<file path="config.mk">
export PLATFORM = sky130hd
export DESIGN_NAME = calib_stream_encoder
export DESIGN_NICKNAME = d
export VERILOG_FILES = /design/src/rtl/calib_stream_encoder_pkg.sv /design/src/rtl/calib_stream_encoder_digit_word_rom.sv /design/src/rtl/calib_stream_encoder.sv
export SDC_FILE = /design/constraint.sdc
export NUM_CORES = 1
export LEC_CHECK = 0
export ABC_AREA = 1
export CORE_ASPECT_RATIO = 0.9
export CORE_UTILIZATION = 55
export DETAILED_ROUTE_END_ITERATION = 7
export GPL_TIMING_DRIVEN = 0
export PLACE_DENSITY = 0.8
export SYNTH_ARGS = -nofsm -noshare
export SYNTH_HDL_FRONTEND = slang
export SYNTH_SLANG_ARGS = --single-unit
export TNS_END_PERCENT = 20
</file>
<file path="constraint.sdc">
create_clock -name clk_i -period 4.5 [get_ports clk_i]
set_clock_uncertainty 0.2 [all_clocks]
set_input_delay 0.9 -clock clk_i [delete_from_list [all_inputs] [get_ports clk_i]]
set_output_delay 0.9 -clock clk_i [all_outputs]
set_load 0.03 [all_outputs]
</file>
<file path="src/rtl/calib_stream_encoder_pkg.sv">
// Shared types and constants for the calibration character stream encoder.
//   tok_kind_t  : token kind on the input interface
//   enc_state_t : encoder FSM states
//   tok_t       : captured token payload
//   WORD_ROM    : spelled-out digit words, lowercase, left-justified in 40 bits
//   WORD_LEN    : character count of each word
package calib_stream_encoder_pkg;

  localparam int unsigned CHAR_W  = 8;
  localparam int unsigned DIGIT_W = 4;
  localparam int unsigned IDX_W   = 3;
  localparam int unsigned WORD_W  = 40;
  localparam int unsigned N_WORDS = 10;

  typedef enum logic [1:0] {
    TK_DIGIT = 2'd0,
    TK_WORD  = 2'd1,
    TK_RAW   = 2'd2
  } tok_kind_t;

  typedef enum logic [1:0] {
    S_IDLE = 2'd0,
    S_CHAR = 2'd1,
    S_NL   = 2'd2,
    S_FILL = 2'd3
  } enc_state_t;

  typedef struct packed {
    tok_kind_t           kind;
    logic [DIGIT_W-1:0]  digit;
    logic [CHAR_W-1:0]   chr;
    logic                eol;   // last is folded into eol at capture
    logic                last;
  } tok_t;

  localparam logic [0:N_WORDS-1][WORD_W-1:0] WORD_ROM = {
    {"zero",  8'h00}, {"one",  16'h0000}, {"two", 16'h0000}, {"three"},
    {"four",  8'h00}, {"five",  8'h00},   {"six", 16'h0000}, {"seven"},
    {"eight"},        {"nine",  8'h00}
  };

  localparam logic [0:N_WORDS-1][IDX_W-1:0] WORD_LEN = {
    3'd4, 3'd3, 3'd3, 3'd5, 3'd4, 3'd4, 3'd3, 3'd5, 3'd5, 3'd4
  };

  // Digit values 10..15 are illegal for DIGIT and WORD tokens.
  function automatic logic digit_ok(input logic [DIGIT_W-1:0] d);
    return d <= 4'd9;
  endfunction

endpackage

</file>
<file path="src/rtl/calib_stream_encoder_digit_word_rom.sv">
// Combinational digit-word lookup.
//   i_digit  : digit 0..9 (out-of-range maps to word zero; caller substitutes fill)
//   i_idx    : character position within the word
//   o_char_c : ASCII character at that position
//   o_len_c  : word length in characters
module calib_stream_encoder_digit_word_rom
  import calib_stream_encoder_pkg::*;
(
  input  logic [DIGIT_W-1:0] i_digit,
  input  logic [IDX_W-1:0]   i_idx,
  output logic [CHAR_W-1:0]  o_char_c,
  output logic [IDX_W-1:0]   o_len_c
);

  logic [DIGIT_W-1:0] w_digit;
  logic [WORD_W-1:0]  w_word;

  assign w_digit = digit_ok(i_digit) ? i_digit : 4'd0;
  assign w_word  = WORD_ROM[w_digit];
  assign o_len_c = WORD_LEN[w_digit];

  // Words are left-justified: index 0 is the top byte.
  always_comb begin
    o_char_c = w_word[7:0];
    case (i_idx)
      3'd0:    o_char_c = w_word[39:32];
      3'd1:    o_char_c = w_word[31:24];
      3'd2:    o_char_c = w_word[23:16];
      3'd3:    o_char_c = w_word[15:8];
      default: o_char_c = w_word[7:0];
    endcase
  end

endmodule

</file>
<file path="src/rtl/calib_stream_encoder.sv">
// Token-to-ASCII transmitter for the calibration character stream.
//   clk_i, rstn_i          : clock, async active-low reset
//   tok_valid_i/ready_o    : token handshake (accept on edge when both high)
//   tok_kind/digit/char_i  : token payload; tok_eol_i / tok_last_i line and stream end
//   run_o, char_o          : one ASCII char per cycle while run_o is high
//   underflow_o            : saturating count of starvation fill chars
//   err_o                  : sticky flag, digit > 9 received
module calib_stream_encoder
  import calib_stream_encoder_pkg::*;
#(
  parameter logic [7:0]  FILL_CHAR = "x",
  parameter int unsigned CNT_W     = 16
) (
  input  logic             clk_i,
  input  logic             rstn_i,
  input  logic             tok_valid_i,
  output logic             tok_ready_o,
  input  logic [1:0]       tok_kind_i,
  input  logic [3:0]       tok_digit_i,
  input  logic [7:0]       tok_char_i,
  input  logic             tok_eol_i,
  input  logic             tok_last_i,
  output logic             run_o,
  output logic [7:0]       char_o,
  output logic [CNT_W-1:0] underflow_o,
  output logic             err_o
);

  enc_state_t         r_state;
  tok_t               r_tok;
  logic [IDX_W-1:0]   r_idx;
  logic [IDX_W-1:0]   r_len;

  enc_state_t         w_nxt_state;
  tok_t               w_nxt_tok;
  logic [IDX_W-1:0]   w_nxt_idx;
  logic [IDX_W-1:0]   w_nxt_len;
  logic [CHAR_W-1:0]  w_nxt_char;
  logic               w_nxt_ready;
  logic               w_load;
  logic               w_bad;
  logic               w_accept;
  logic               w_last_char;
  logic [CHAR_W-1:0]  w_rom_char;
  logic [IDX_W-1:0]   w_rom_len;

  assign w_accept    = tok_valid_i & tok_ready_o;
  assign w_last_char = (IDX_W'(r_idx + 3'd1) == r_len);

  // Next-state and token capture.
  always_comb begin
    w_nxt_state = r_state;
    w_nxt_tok   = r_tok;
    w_nxt_idx   = r_idx;
    w_load      = 1'b0;
    case (r_state)
      S_IDLE: w_load = w_accept;
      S_CHAR: begin
        if (!w_last_char)   w_nxt_idx = IDX_W'(r_idx + 3'd1);
        else if (r_tok.eol) w_nxt_state = S_NL;
        else if (w_accept)  w_load = 1'b1;
        else                w_nxt_state = S_FILL;
      end
      S_NL: begin
        if (r_tok.last)     w_nxt_state = S_IDLE;
        else if (w_accept)  w_load = 1'b1;
        else                w_nxt_state = S_FILL;
      end
      S_FILL: w_load = w_accept;
      default: w_nxt_state = S_IDLE;
    endcase
    if (w_load) begin
      w_nxt_state     = S_CHAR;
      w_nxt_idx       = '0;
      w_nxt_tok.kind  = tok_kind_t'(tok_kind_i);
      w_nxt_tok.digit = tok_digit_i;
      w_nxt_tok.chr   = tok_char_i;
      w_nxt_tok.eol   = tok_eol_i | tok_last_i;
      w_nxt_tok.last  = tok_last_i;
    end
  end

  // ROM is addressed with next-cycle values so char_o can be registered.
  calib_stream_encoder_digit_word_rom u_rom (
    .i_digit  (w_nxt_tok.digit),
    .i_idx    (w_nxt_idx),
    .o_char_c (w_rom_char),
    .o_len_c  (w_rom_len)
  );

  // Next registered outputs, derived from the next state.
  always_comb begin
    w_bad       = ((w_nxt_tok.kind == TK_DIGIT) || (w_nxt_tok.kind == TK_WORD)) &&
                  !digit_ok(w_nxt_tok.digit);
    w_nxt_len   = (w_nxt_tok.kind == TK_WORD && !w_bad) ? w_rom_len : 3'd1;
    w_nxt_char  = '0;
    w_nxt_ready = 1'b1;
    case (w_nxt_state)
      S_IDLE: begin
        w_nxt_char  = '0;
        w_nxt_ready = 1'b1;
      end
      S_CHAR: begin
        if (w_bad)                          w_nxt_char = FILL_CHAR;
        else if (w_nxt_tok.kind == TK_DIGIT) w_nxt_char = CHAR_W'(8'h30 + {4'h0, w_nxt_tok.digit});
        else if (w_nxt_tok.kind == TK_WORD)  w_nxt_char = w_rom_char;
        else                                 w_nxt_char = w_nxt_tok.chr;
        // Ready only on a token's final char with no newline to follow.
        w_nxt_ready = (IDX_W'(w_nxt_idx + 3'd1) == w_nxt_len) && !w_nxt_tok.eol;
      end
      S_NL: begin
        w_nxt_char  = 8'h0A;
        w_nxt_ready = !w_nxt_tok.last;
      end
      S_FILL: begin
        w_nxt_char  = FILL_CHAR;
        w_nxt_ready = 1'b1;
      end
      default: begin
        w_nxt_char  = '0;
        w_nxt_ready = 1'b1;
      end
    endcase
  end

  // State, token and output registers.
  always_ff @(posedge clk_i or negedge rstn_i) begin
    if (!rstn_i) begin
      r_state     <= S_IDLE;
      r_tok       <= '0;
      r_idx       <= '0;
      r_len       <= 3'd1;
      tok_ready_o <= 1'b1;
      run_o       <= 1'b0;
      char_o      <= '0;
      underflow_o <= '0;
      err_o       <= 1'b0;
    end else begin
      r_state     <= w_nxt_state;
      r_tok       <= w_nxt_tok;
      r_idx       <= w_nxt_idx;
      r_len       <= w_nxt_len;
      tok_ready_o <= w_nxt_ready;
      run_o       <= (w_nxt_state != S_IDLE);
      char_o      <= w_nxt_char;
      if (w_nxt_state == S_FILL && underflow_o != {CNT_W{1'b1}})
        underflow_o <= CNT_W'(underflow_o + 1'b1);
      if (w_load && w_bad)
        err_o <= 1'b1;
    end
  end

endmodule

</file>
==> run_results.csv, run 1 <==
group,metric,value,unit
cts,cts_sinks,51,
global_routing,antenna_found_initial,0,
cts,clk_pin_slew,0.09,ns
cells_and_area,diodes,0,
sta,slew_violations,0,
worst_setup_path,worstPathRequired,4.50,ns
cts,ctsRootBufferMaster,"clkbuf_8",
cts,insertion_delay,0.30,ns
detailed_routing,drt-met1-wl,3670,um
synthesis,syn_avg_cell_area,7.89,um2
cells_and_area,area_delta_synth_final,19.7,%
sta,tightest_slew,0.583,ns
placed_design,io_buffers,45,
synthesis,synth_fp_nets,457,
pwr,p_int,1.58,mW
placed_design,place_congestion,0.929,
detailed_routing,drt_iter0_drc,121,
global_routing,grt_pass1_vias,2620,
cells_and_area,regArea,1280,um2
detailed_routing,wire_per_inst,13.7,um
cts,cts_max_level,2,
placed_design,dp_hpwl,5940,um
global_routing,overflow,0,
worst_setup_path,end_kind,"flip-flop",
worst_setup_path,path_common_cell,"nand2_1",
floorplanning,ios,46,
hold_path,worstHoldPathType,"flip-flop to flip-flop",
cts,cts_resized,0,
placed_design,pre_cts_slack,-0.0520,ns
synthesis,synthFlopType,"dfrtp_1",
detailed_routing,num_vias,2869,
synthesis,ys_warn_count,0,
detailed_routing,wl_met2,3250,um
cells_and_area,stdcell_count,541,
floorplanning,dieWidth,83.7,um
global_routing,grt_first_pass_wirelength,12000,um
worst_setup_path,startpoint_type,"input port",
synthesis,synth_edf_count,0,
detailed_routing,dr_wl_met3,374,um
pwr,combPwrFrac,0.694,
pwr,swShare,0.527,
cells_and_area,final_util,0.691,
synthesis,synth_area,3310,um2
floorplanning,coreArea,5730,um2
cts,clock_path_buffers,2,
synthesis,seq_area_frac_synth,0.387,
worst_setup_path,slowest_delay,0.45,ns
sta,period_needed,4.05,ns
detailed_routing,drc,0,
sta,setup_viol_count_final,0,
global_routing,grt_max_degree,35,
global_routing,grt_usage,0.242,
sta,hold_viol,0,
placed_design,dp_cells,535,
sta,post-route-period-util,0.901,
sta,fin_ws,0.447,ns
cells_and_area,layout_common_cells,"nand2_1, inv_1, dfrtp_1",
synthesis,synthArstFlopShare,1.00,
cells_and_area,n_fill_cell,480,
sta,slew_headroom,0.608,
worst_setup_path,slowest_stage,"clkdlybuf4s50_1",
cells_and_area,layout_commonest_cell,"nand2_1",
synthesis,synth.area.top_cells,"dfrtp_1, nand2_1, ha_1",
cells_and_area,drive_above_1_share,0.123,
sta,fmax,247,MHz
synthesis,yosys.area.top_type_share,0.371,
placed_design,placed_cell_area,3860,um2
floorplanning,fp-row-count,26,
worst_setup_path,worstPathArrival,4.05,ns
pwr,cellPowerDensity,843,nW/um2
worst_setup_path,crit_type,"input port to flip-flop",
flow_run,cap_violations,0,
synthesis,ys_ff_latch,51,
cells_and_area,fin_area,3960,um2
synthesis,synthCells,419,
cts,cts_setup_buffers,0,
floorplanning,start_util,0.578,
detailed_routing,top_layer,"met4",
pwr,p_switching,1.76,mW
worst_setup_path,critPathMaxFanout,10,
cts,cts_hold_buf,0,
detailed_routing,via_per_inst,5.30,
pwr,leakage,2.03,nW
detailed_routing,wl,7420,um
floorplanning,die_h,75.6,um
cts,cts_tree,"built",
cts,numCtsBuffers,5,
cells_and_area,multi_input_comb_area,1750,um2
floorplanning,die_area,6330,um2
detailed_routing,drt_pass1_iterations,4,
pwr,p_seq_frac,0.213,
synthesis,synth_cell_type_count,43,
cells_and_area,final_net_count,509,
synthesis,synth.largest_area_cell,"dfrtp_1",
pwr,pwr-share-clk,0.093,
sta,grt_setup_unrepaired,"no",
pwr,ir_worst_vdd,0.526,mV
detailed_routing,ant_nets,0,
run_status,status,"completed",
sta,fin_hold_ws,0.277,ns
-- kinds of logic (layout without fill, tap and decap cells) --
group,after synthesis,in the layout,synth area share
XOR/XNOR,15,15,0.0397
multiplexers,2,2,0.00643
adder cells (fa/ha/maj),19,19,0.0719
AO/OA/AOI/OAI,34,34,0.0628
buffers and inverters,67,119,0.0844
flip-flops,51,51,0.387
AND/OR/NAND/NOR,231,231,0.348
-- power groups by stage --
| stage | registers [mW] | clock network [mW] | logic, mW |
|---|---|---|---|
| after floorplan | 0.812 | 0 | 1.61 |
| after global placement | 0.714 | 0 | 2.24 |
| after detailed placement | 0.719 | 0 | 2.28 |
| after CTS | 0.711 | 0.317 | 2.30 |
| after global routing | 0.729 | 0.331 | 2.58 |
| final | 0.711 | 0.311 | 2.31 |
-- state kept, by name, summed over array words and instances, names as in the netlist --
name	flops
r_tok	16
underflow_o	16
char_o	8
r_idx	3
r_len	3
r_state	2
err_o	1
run_o	1
tok_ready_o	1
-- layout make-up --
class	instances	area share
plain buffers	4	0.0104
clock buffers	6	0.0183
clock inverters	1	0.00759
inverters	62	0.0591
multi-input cells	301	0.442
flip-flops and latches	51	0.323
well taps	70	0.0221
repair buffers	46	0.118
-- worst paths after layout --
check                                 start              end  slack (ns)  cells past startpoint
min in group asynchronous            rstn_i        r_tok[13]        0.32                      1
worst min-delay path               r_tok[4]         r_tok[4]        0.28                      2
max in group asynchronous            rstn_i         r_len[0]        3.20                      2
worst max register to register     r_idx[0]  underflow_o[15]        0.65                     22
worst min register to register     r_tok[4]         r_tok[4]        0.28                      2
worst max-delay path            tok_valid_i        char_o[6]        0.45                     25
-- worst max-delay path: cells and delay by family --
family	cells	cell delay (ns)
simple gates	17	1.73
buf+inv	6	0.94
fa+ha+maj	1	0.32
compound gates	1	0.18
-- through the flow --
step	TNS, ns	total power [mW]
after global placement	0	2.96
after global routing	0	3.64
after floorplan	0	2.42
after CTS	0	3.33
after detailed placement	-0.0520	3.00
final	0	3.34
-- cell usage after synthesis (all sizes together) (2+ instances only) --
master / number
nor2: 36
a21oi: 11
dfrtp: 49
xor2: 10
nand2: 134
dfstp: 2
nand4: 10
nor3: 9
nand3: 39
o22ai: 2
xnor2: 5
inv: 61
buf: 5
ha: 19
o21ai: 14
-- per-layer routing --
layer,global-route usage,vias to the layer above
li1,-,1436
met1,0.342,1340
met2,0.378,82
met3,0.0466,11
met4,0.0847,0
met5,0,-
(Power assumes the default switching activity.)
==> run 2, diff against run 1 <==
- REMOVE_ABC_BUFFERS: not set -> 1
==> run_results.csv, run 2 (synthesized netlist as in run 1, its figures left out) <==
group,metric,value,unit
detailed_routing,wl,7530,um
floorplanning,coreArea,5730,um2
detailed_routing,drt_pass1_iterations,5,
cts,clock_path_buffers,2,
worst_setup_path,cp-startpoint,"tok_valid_i",
sta,post-route-period-util,0.917,
pwr,p_seq_frac,0.217,
cts,ctsRootBufferMaster,"clkbuf_8",
sta,final.setup.tns,0,ns
sta,grt_setup_unrepaired,"no",
cells_and_area,layout_commonest_cell,"nand2_1",
pwr,pwr-share-clk,0.094,
cts,cts_tree,"built",
worst_setup_path,startpoint_type,"input port",
global_routing,grt_pass1_vias,2769,
worst_setup_path,slowest_stage,"clkdlybuf4s50_1",
placed_design,place_congestion,0.931,
cts,cts_max_level,2,
global_routing,grt_usage,0.254,
floorplanning,fp-row-count,26,
pwr,swShare,0.529,
detailed_routing,drc,0,
cts,numCtsBuffers,5,
floorplanning,ios,46,
detailed_routing,num_vias,2856,
sta,period_needed,4.13,ns
detailed_routing,wire_per_inst,14.0,um
cts,insertion_delay,0.30,ns
pwr,leakage,2.01,nW
worst_setup_path,critPathMaxFanout,20,
cts,cts_sinks,51,
hold_path,worstHoldPathType,"flip-flop to flip-flop",
worst_setup_path,path_common_cell,"nand2_1",
run_status,status,"completed",
global_routing,groute.layer.met2.usage,0.426,
global_routing,top_usage_layer,"met2",
global_routing,grt_first_pass_wirelength,12600,um
floorplanning,start_util,0.578,
flow_run,cap_violations,0,
sta,fmax,242,MHz
sta,tightest_slew,0.566,ns
pwr,ir_worst_vdd,0.455,mV
cells_and_area,area_delta_synth_final,18.8,%
placed_design,io_buffers,45,
worst_setup_path,end_kind,"flip-flop",
pwr,p_int,1.55,mW
sta,setup_viol_count_final,0,
detailed_routing,via_per_inst,5.32,
placed_design,pre_cts_slack,0.000281,ns
floorplanning,dieWidth,83.7,um
cts,clk_pin_slew,0.09,ns
worst_setup_path,worstPathRequired,4.50,ns
detailed_routing,drt_iter0_drc,160,
sta,slew_headroom,0.620,
hold_path,worstHoldStart,"r_tok[5]",
placed_design,dp_hpwl,5910,um
detailed_routing,ant_nets,0,
cells_and_area,layout_common_cells,"nand2_1, inv_1, dfrtp_1",
pwr,cellPowerDensity,839,nW/um2
cells_and_area,top_regs,"r_tok x16, underflow_o x16, char_o x8",
sta,slew_violations,0,
sta,fin_ws,0.375,ns
worst_setup_path,crit_chain,"clkdlybuf4s50_1 > nand2_1 > inv_2 > nand2_1 > nor2_2 > nand3_4 > nand2_8 > inv_2 > nand2_1 > ha_1 > nand2_1 > nor2_1 > nand3_1 > nor3_2 > nand3_1 > nor2_1 > nand3_1 > xnor2_1",
sta,hold_viol,0,
floorplanning,die_h,75.6,um
global_routing,grt_max_degree,30,
cts,cts_setup_buffers,0,
worst_setup_path,crit_type,"input port to flip-flop",
pwr,p_switching,1.74,mW
cells_and_area,final_net_count,505,
global_routing,antenna_found_initial,0,
worst_setup_path,slowest_delay,0.46,ns
floorplanning,die_area,6330,um2
global_routing,use_met1,0.347,
cells_and_area,drive_above_1_share,0.118,
global_routing,gr-usage-met3,0.0412,
worst_setup_path,r2r_start,"r_idx[0]",
pwr,combPwrFrac,0.689,
worst_setup_path,worstPathArrival,4.12,ns
cells_and_area,diodes,0,
global_routing,overflow,0,
run 2: worst paths after layout:
check	endpoint	slack, ns	depth (start not counted)
worst max-delay path	underflow_o[15]	0.37	18
worst min-delay path	r_tok[5]	0.28	2
worst max register to register	underflow_o[15]	0.59	22
worst min register to register	r_tok[5]	0.28	2
max in group asynchronous	r_tok[6]	3.21	2
min in group asynchronous	underflow_o[10]	0.36	1
run 2: power groups by stage:
stage / registers, mW / logic [mW] / clock network [mW]
3_3_place_gp: 0.715 / 2.20 / 0
2_1_floorplan: 0.812 / 1.57 / 0
3_5_place_dp: 0.721 / 2.23 / 0
4_1_cts: 0.713 / 2.25 / 0.315
6_report: 0.715 / 2.27 / 0.310
5_1_grt: 0.729 / 2.54 / 0.331
run 2: timing repair:
action / in CTS / in global routing
hold buffers: 0 / 0
setup endpoints to repair: 0 / 1
gates resized for setup: 0 / 1
run 2: stage by stage:
stage                     cell area (um2)   util  hold slack [ns]  cells  total power, mW
final                                3930  0.686            0.283    537             3.30
after global routing                 3930  0.686            0.283    537             3.60
after CTS                            3920  0.685            0.278    537             3.28
after detailed placement             3810  0.666            0.256    530             2.95
after global placement               3800  0.664            0.250    529             2.91
after floorplan                      3260      -            0.232    414             2.39
run 2: worst max-delay path, delay by kind of cell:
kind                     cells  cell delay [ns]
adder cells (fa/ha/maj)      1             0.25
AND/OR/NAND/NOR             13             2.10
XOR/XNOR                     1             0.14
buffers and inverters        3             0.74
run 2: metal layers:
| metal | vias to the layer above | part of all wire |
|---|---|---|
| li1 | 1426 | - |
| met1 | 1330 | 0.46 |
| met2 | 94 | 0.47 |
| met3 | 6 | 0.057 |
| met4 | 0 | 0.0096 |
| met5 | - | 0 |
run 2: cell type report:
class | instances | area [um2]
Clock buffer | 5 | 68.8
Clock inverter | 2 | 37.5
Fill cell | 506 | 1800
Inverter | 62 | 234
Multi-Input combinational cell | 301 | 1760
Sequential cell | 51 | 1280
Tap cell | 70 | 87.6
Timing Repair Buffer | 46 | 465
==> variant 1 (config.mk and constraints of run 2) <==
The parameter `CNT_W` goes from 16 to 14.
--- a/src/rtl/calib_stream_encoder.sv
+++ b/src/rtl/calib_stream_encoder.sv
@@ -10,5 +10,5 @@
 #(
   parameter logic [7:0]  FILL_CHAR = "x",
-  parameter int unsigned CNT_W     = 16
+  parameter int unsigned CNT_W     = 14
 ) (
   input  logic             clk_i,
Interface: changed (resized underflow_o); port bits go from 46 to 44. The function was not compared with the original's and may differ.
==> variant 1 against run 2 <==
First-iteration DRC count grew 18%. Global-route usage grew 1.1 points. Design area shrank 2.2%. Sequential share of layout area shrank 0.57 points. Setup slack lost 0.042 ns. Area after synthesis shrank 0.98%. Routed wire length grew 4.1%. Sequential cell count shrank 2. Utilization shrank 1.1 points. Largest cell class unchanged.
Power is not shown: default switching activity piles up to over one toggle a cycle in this logic, so the estimate is an artifact.
==> variant 1: results (changes against run 2) <==
placement:
  gp_congestion: 0.932  # was 0.931
  hpwl_um: 6230  # was 5910 um
  portBuffers: 43  # was 45
final_layout:
  clk_share_pct: 2.28  # was 2.71%
  signal_buffers: 44  # was 46
  multi_input_cells: 310  # was 301
  seq_area_sq_um: 1230  # was 1280 sq um
  reg_top3: "r_tok x16, underflow_o x14, char_o x8"  # was r_tok x16, underflow_o x16, char_o x8
  area_share_nonclk_buffers_pct: 11.6  # was 11.8%
  fin_nets: 514  # was 505
  drive_above_1_share_pct: 11.1  # was 11.8%
  fillers: 493  # was 506
  num-nonclk-inverters: 65  # was 62
  multiInputGateArea_sq_um: 1750  # was 1760 sq um
yosys:
  synthTopCellsByCount: "nand2_1, inv_1, dfrtp_1"  # unchanged
  yosys.cell_types.count: 38  # was 43
  netlist_top_cells_area: "dfrtp_1, nand2_1, ha_1, inv_1, nand3_1"  # unchanged
  yosysSeqAreaShare_pct: 37.5  # was 38.7%
  synth_compound_area_share_pct: 6.69  # was 6.28%
  synthArstFlopShare_pct: 100  # unchanged
routing:
  wl_um: 7840  # was 7530 um
  drt_iter0_markers: 188  # was 160
  wl_met1_um: 3590  # was 3500 um
  vias: 2855  # was 2856
  dr_wl_met2_um: 3800  # was 3530 um
  dr.pass1.iters: 4  # was 5
sta:
  timing.final.crit_share_pct: 92.6  # was 91.7%
  worstMarginPinSlew_ns: 0.464  # was 0.566 ns
worst_setup_path:
  worstPathArrival_ns: 4.17  # was 4.12 ns
  r2r_end: "char_o[4]"  # was underflow_o[15]
  r2r_slack_ns: 0.69  # was 0.59 ns
global_routing:
  grt_use_met3_pct: 4.28  # was 4.12%
  grt_usage_pct: 26.5  # was 25.4%
  grt_max_degree: 31  # was 30
  grt_use_met1_pct: 34.4  # was 34.7%
  met2_usage_pct: 46.8  # was 42.6%
  grt_pass1_vias: 2739  # was 2769
min_path:
  hold_start: "r_tok[9]"  # was r_tok[5]
  hold_path_end: "r_tok[9]"  # was r_tok[5]
status:
  outcome: "complete, no violations"  # unchanged
variant 1: worst max path at each step:
| stage | from | end | slack, ns | depth (start not counted) |
|---|---|---|---|---|
| after CTS | tok_valid_i | char_o[4] | 0.36 | 22 |
| after floorplan | tok_valid_i | char_o[2] | 1.03 | 20 |
| after global placement | tok_valid_i | char_o[4] | 0.05 | 22 |
| final | tok_valid_i | char_o[4] | 0.33 | 22 |
| after detailed placement | tok_valid_i | char_o[4] | 0.02 | 22 |
| after global routing | tok_valid_i | char_o[4] | 0.002 | 22 |
variant 1: stage by stage:
| step | hold WS (ns) | cells | instance area [sq um] | setup slack (ns) |
|---|---|---|---|---|
| after global routing | 0.303 | 546 | 3840 | 0.00217 |
| after floorplan | 0.232 | 424 | 3220 | 1.03 |
| after detailed placement | 0.258 | 538 | 3760 | 0.0237 |
| after CTS | 0.279 | 546 | 3840 | 0.358 |
| final | 0.277 | 546 | 3840 | 0.333 |
| after global placement | 0.247 | 537 | 3740 | 0.0474 |
==> variant 2 (config.mk and constraints of run 2) <==
Without the edit above. Encoding of `enc_state_t`: now one-hot (4 bits for 4 states).
--- a/src/rtl/calib_stream_encoder_pkg.sv
+++ b/src/rtl/calib_stream_encoder_pkg.sv
@@ -19,9 +19,9 @@
   } tok_kind_t;
 
-  typedef enum logic [1:0] {
-    S_IDLE = 2'd0,
-    S_CHAR = 2'd1,
-    S_NL   = 2'd2,
-    S_FILL = 2'd3
+  typedef enum logic [3:0] {
+    S_IDLE = 4'b0001,
+    S_CHAR = 4'b0010,
+    S_NL   = 4'b0100,
+    S_FILL = 4'b1000
   } enc_state_t;
 
Check against the original RTL: same outputs for any inputs over 4 cycles, from zero or initial values and one cycle with rstn_i low; so few cycles prove little.
==> variant 2 against run 2 <==
The flow now finishes with violations (DRC). Sequential cell count is 2 higher. Design area is 1.7% higher. Routed wire length hardly changed. Power is 26% lower. Sequential power is 5.2% lower. Area after synthesis is 2.8% higher. Setup slack better by 0.058 ns. Non-clock buffer count stayed put. Critical path depth is 6 higher. Via count is 2.1% higher. Critical path type unchanged. Largest power group unchanged.
==> variant 2: results (changes against run 2) <==
yosys:
  synthTopCellsByCount: "nand2_1, inv_1, dfrtp_1"  # unchanged
  synthFlopType: "dfrtp_1"  # unchanged
  yosysSeqAreaShare_pct: 39.1  # was 38.7%
  netlist_top_cells_area: "dfrtp_1, nand2_1, inv_1, ha_1, nand3_1"  # was dfrtp_1, nand2_1, ha_1, inv_1, nand3_1
  yosys.cell_types.count: 44  # was 43
  synth.yosys.warnings: 0  # unchanged
worst_setup_path:
  worstPathArrival_ns: 4.07  # was 4.12 ns
  crit_type: "input port to flop"  # unchanged
  timing.rr.start: "r_idx[0]"  # unchanged
  worstSetupStartpoint: "tok_valid_i"  # unchanged
  r2r_end: "char_o[5]"  # was underflow_o[15]
  cpPeakStageDelay_ns: 0.45
  reg2reg_depth: 19  # was 22
  cp_max_fo: 23  # was 20
  r2r_slack_ns: 0.75  # was 0.59 ns
final_layout:
  fillers: 469  # was 506
  fin_nets: 523  # was 505
  reg_top3: "r_tok x16, underflow_o x16, char_o x8"  # unchanged
  antenna_cells: 0  # unchanged
  drive_above_1_share_pct: 12.8  # was 11.8%
clocking:
  worstSkewPairLatency_ns: 0.31
  cts_hold_buf: 0  # unchanged
  clk_pin_slew_ns: 0.10
  clock_path_buffers: 2  # unchanged
  cts_buffers: 5  # unchanged
  htreeDepth: 2  # unchanged
floorplanning:
  num_rows: 26  # unchanged
routing:
  drt_iter0_markers: 160  # unchanged
  drtAntennaViolNets: 0  # unchanged
  dr.pass1.iters: 7  # was 5
  drc: 2  # was 0
  vias: 2916  # was 2856
  wl_um: 7540  # was 7530 um
sta:
  period_needed_ns: 4.07  # was 4.13 ns
  relSlewSlack_pct: 54.8  # was 62.0%
pwr:
  power_frac_seq_pct: 27.7  # was 21.7%
  leakage_nw: 2.05  # was 2.01 nW
  clkPwrFrac_pct: 11.0  # was 9.4%
  switching_share_pct: 50.6  # was 52.9%
  max-vdd-ir-drop_uv: 384  # was 455 uV
global_routing:
  grt_pass1_wl_um: 12800  # was 12600 um
  grt_usage_pct: 25.2  # was 25.4%
  grt_pass1_vias: 2716  # was 2769
  grt_max_degree: 41  # was 30
  antenna_found_initial: 0  # unchanged
status:
  violations: "DRC"
  outcome: "finished with violations"  # was complete, no violations
placement:
  gp_congestion: 0.960  # was 0.931
  hpwl_um: 5890  # was 5910 um
  portBuffers: 45  # unchanged
  dp_slack_ns: 0.00779  # was 0.000281 ns
min_path:
  hp-class: "input port to async pin"  # was flop to flop
variant 2: cell types whose count changed after synthesis, moves of 4 or more:
| cell | run 2 | this run |
|---|---|---|
| nand2_2 | 9 | 13 |
| nand4_1 | 10 | 4 |
| inv_1 | 54 | 62 |
| inv_2 | 7 | 11 |
| nand2_1 | 114 | 125 |
| ha_1 | 19 | 14 |
variant 2: what timing repair did:
| item | CTS | global route |
|---|---|---|
| endpoints found under the setup margin | 0 | 1 |
| gates resized for setup | 0 | 1 |
| buffers inserted | 0 | 0 |
variant 2: final cells by class:
class | count | area (sq um) | area share, %
multi-input combinational | 310 | 1750 | 43.7
sequential | 53 | 1330 | 33.3
timing repair buffer | 46 | 465 | 11.7
inverter | 74 | 278 | 6.95
tap | 70 | 87.6 | 2.19
clock buffer | 6 | 72.6 | 1.82
clock inverter | 2 | 15.0 | 0.376
variant 2: per-stage QoR:
stage | power [mW] | hold slack (ns) | cells | util, % | area (sq um)
2_1_floorplan | 1.78 | 0.233 | 437 | - | 3350
3_3_place_gp | 2.14 | 0.250 | 552 | 66.8 | 3890
3_5_place_dp | 2.16 | 0.263 | 553 | 67.1 | 3910
4_1_cts | 2.44 | 0.272 | 561 | 68.6 | 3990
5_1_grt | 2.66 | 0.266 | 561 | 68.6 | 4000
6_report | 2.45 | 0.266 | 561 | 68.6 | 4000
variant 2: cell families (layout without fill, tap and decap cells):
logic type,Yosys count,in the layout,share of synthesized area (%)
simple gates,243,243,34.9
fa+ha+maj,14,14,5.15
compound gates,38,38,7.44
flops,53,53,39.1
xor+xnor,15,15,3.87
buf+inv,79,128,9.54
variant 2: layer usage:
layer	track usage [%]	vias up	wire [um]	share of wire [%]
li1	-	1478	-	-
met1	36.4	1342	3670	49
met2	39.4	90	3370	45
met3	4.12	6	424	5.6
met4	7.12	0	78	1.0
met5	0	-	0	0
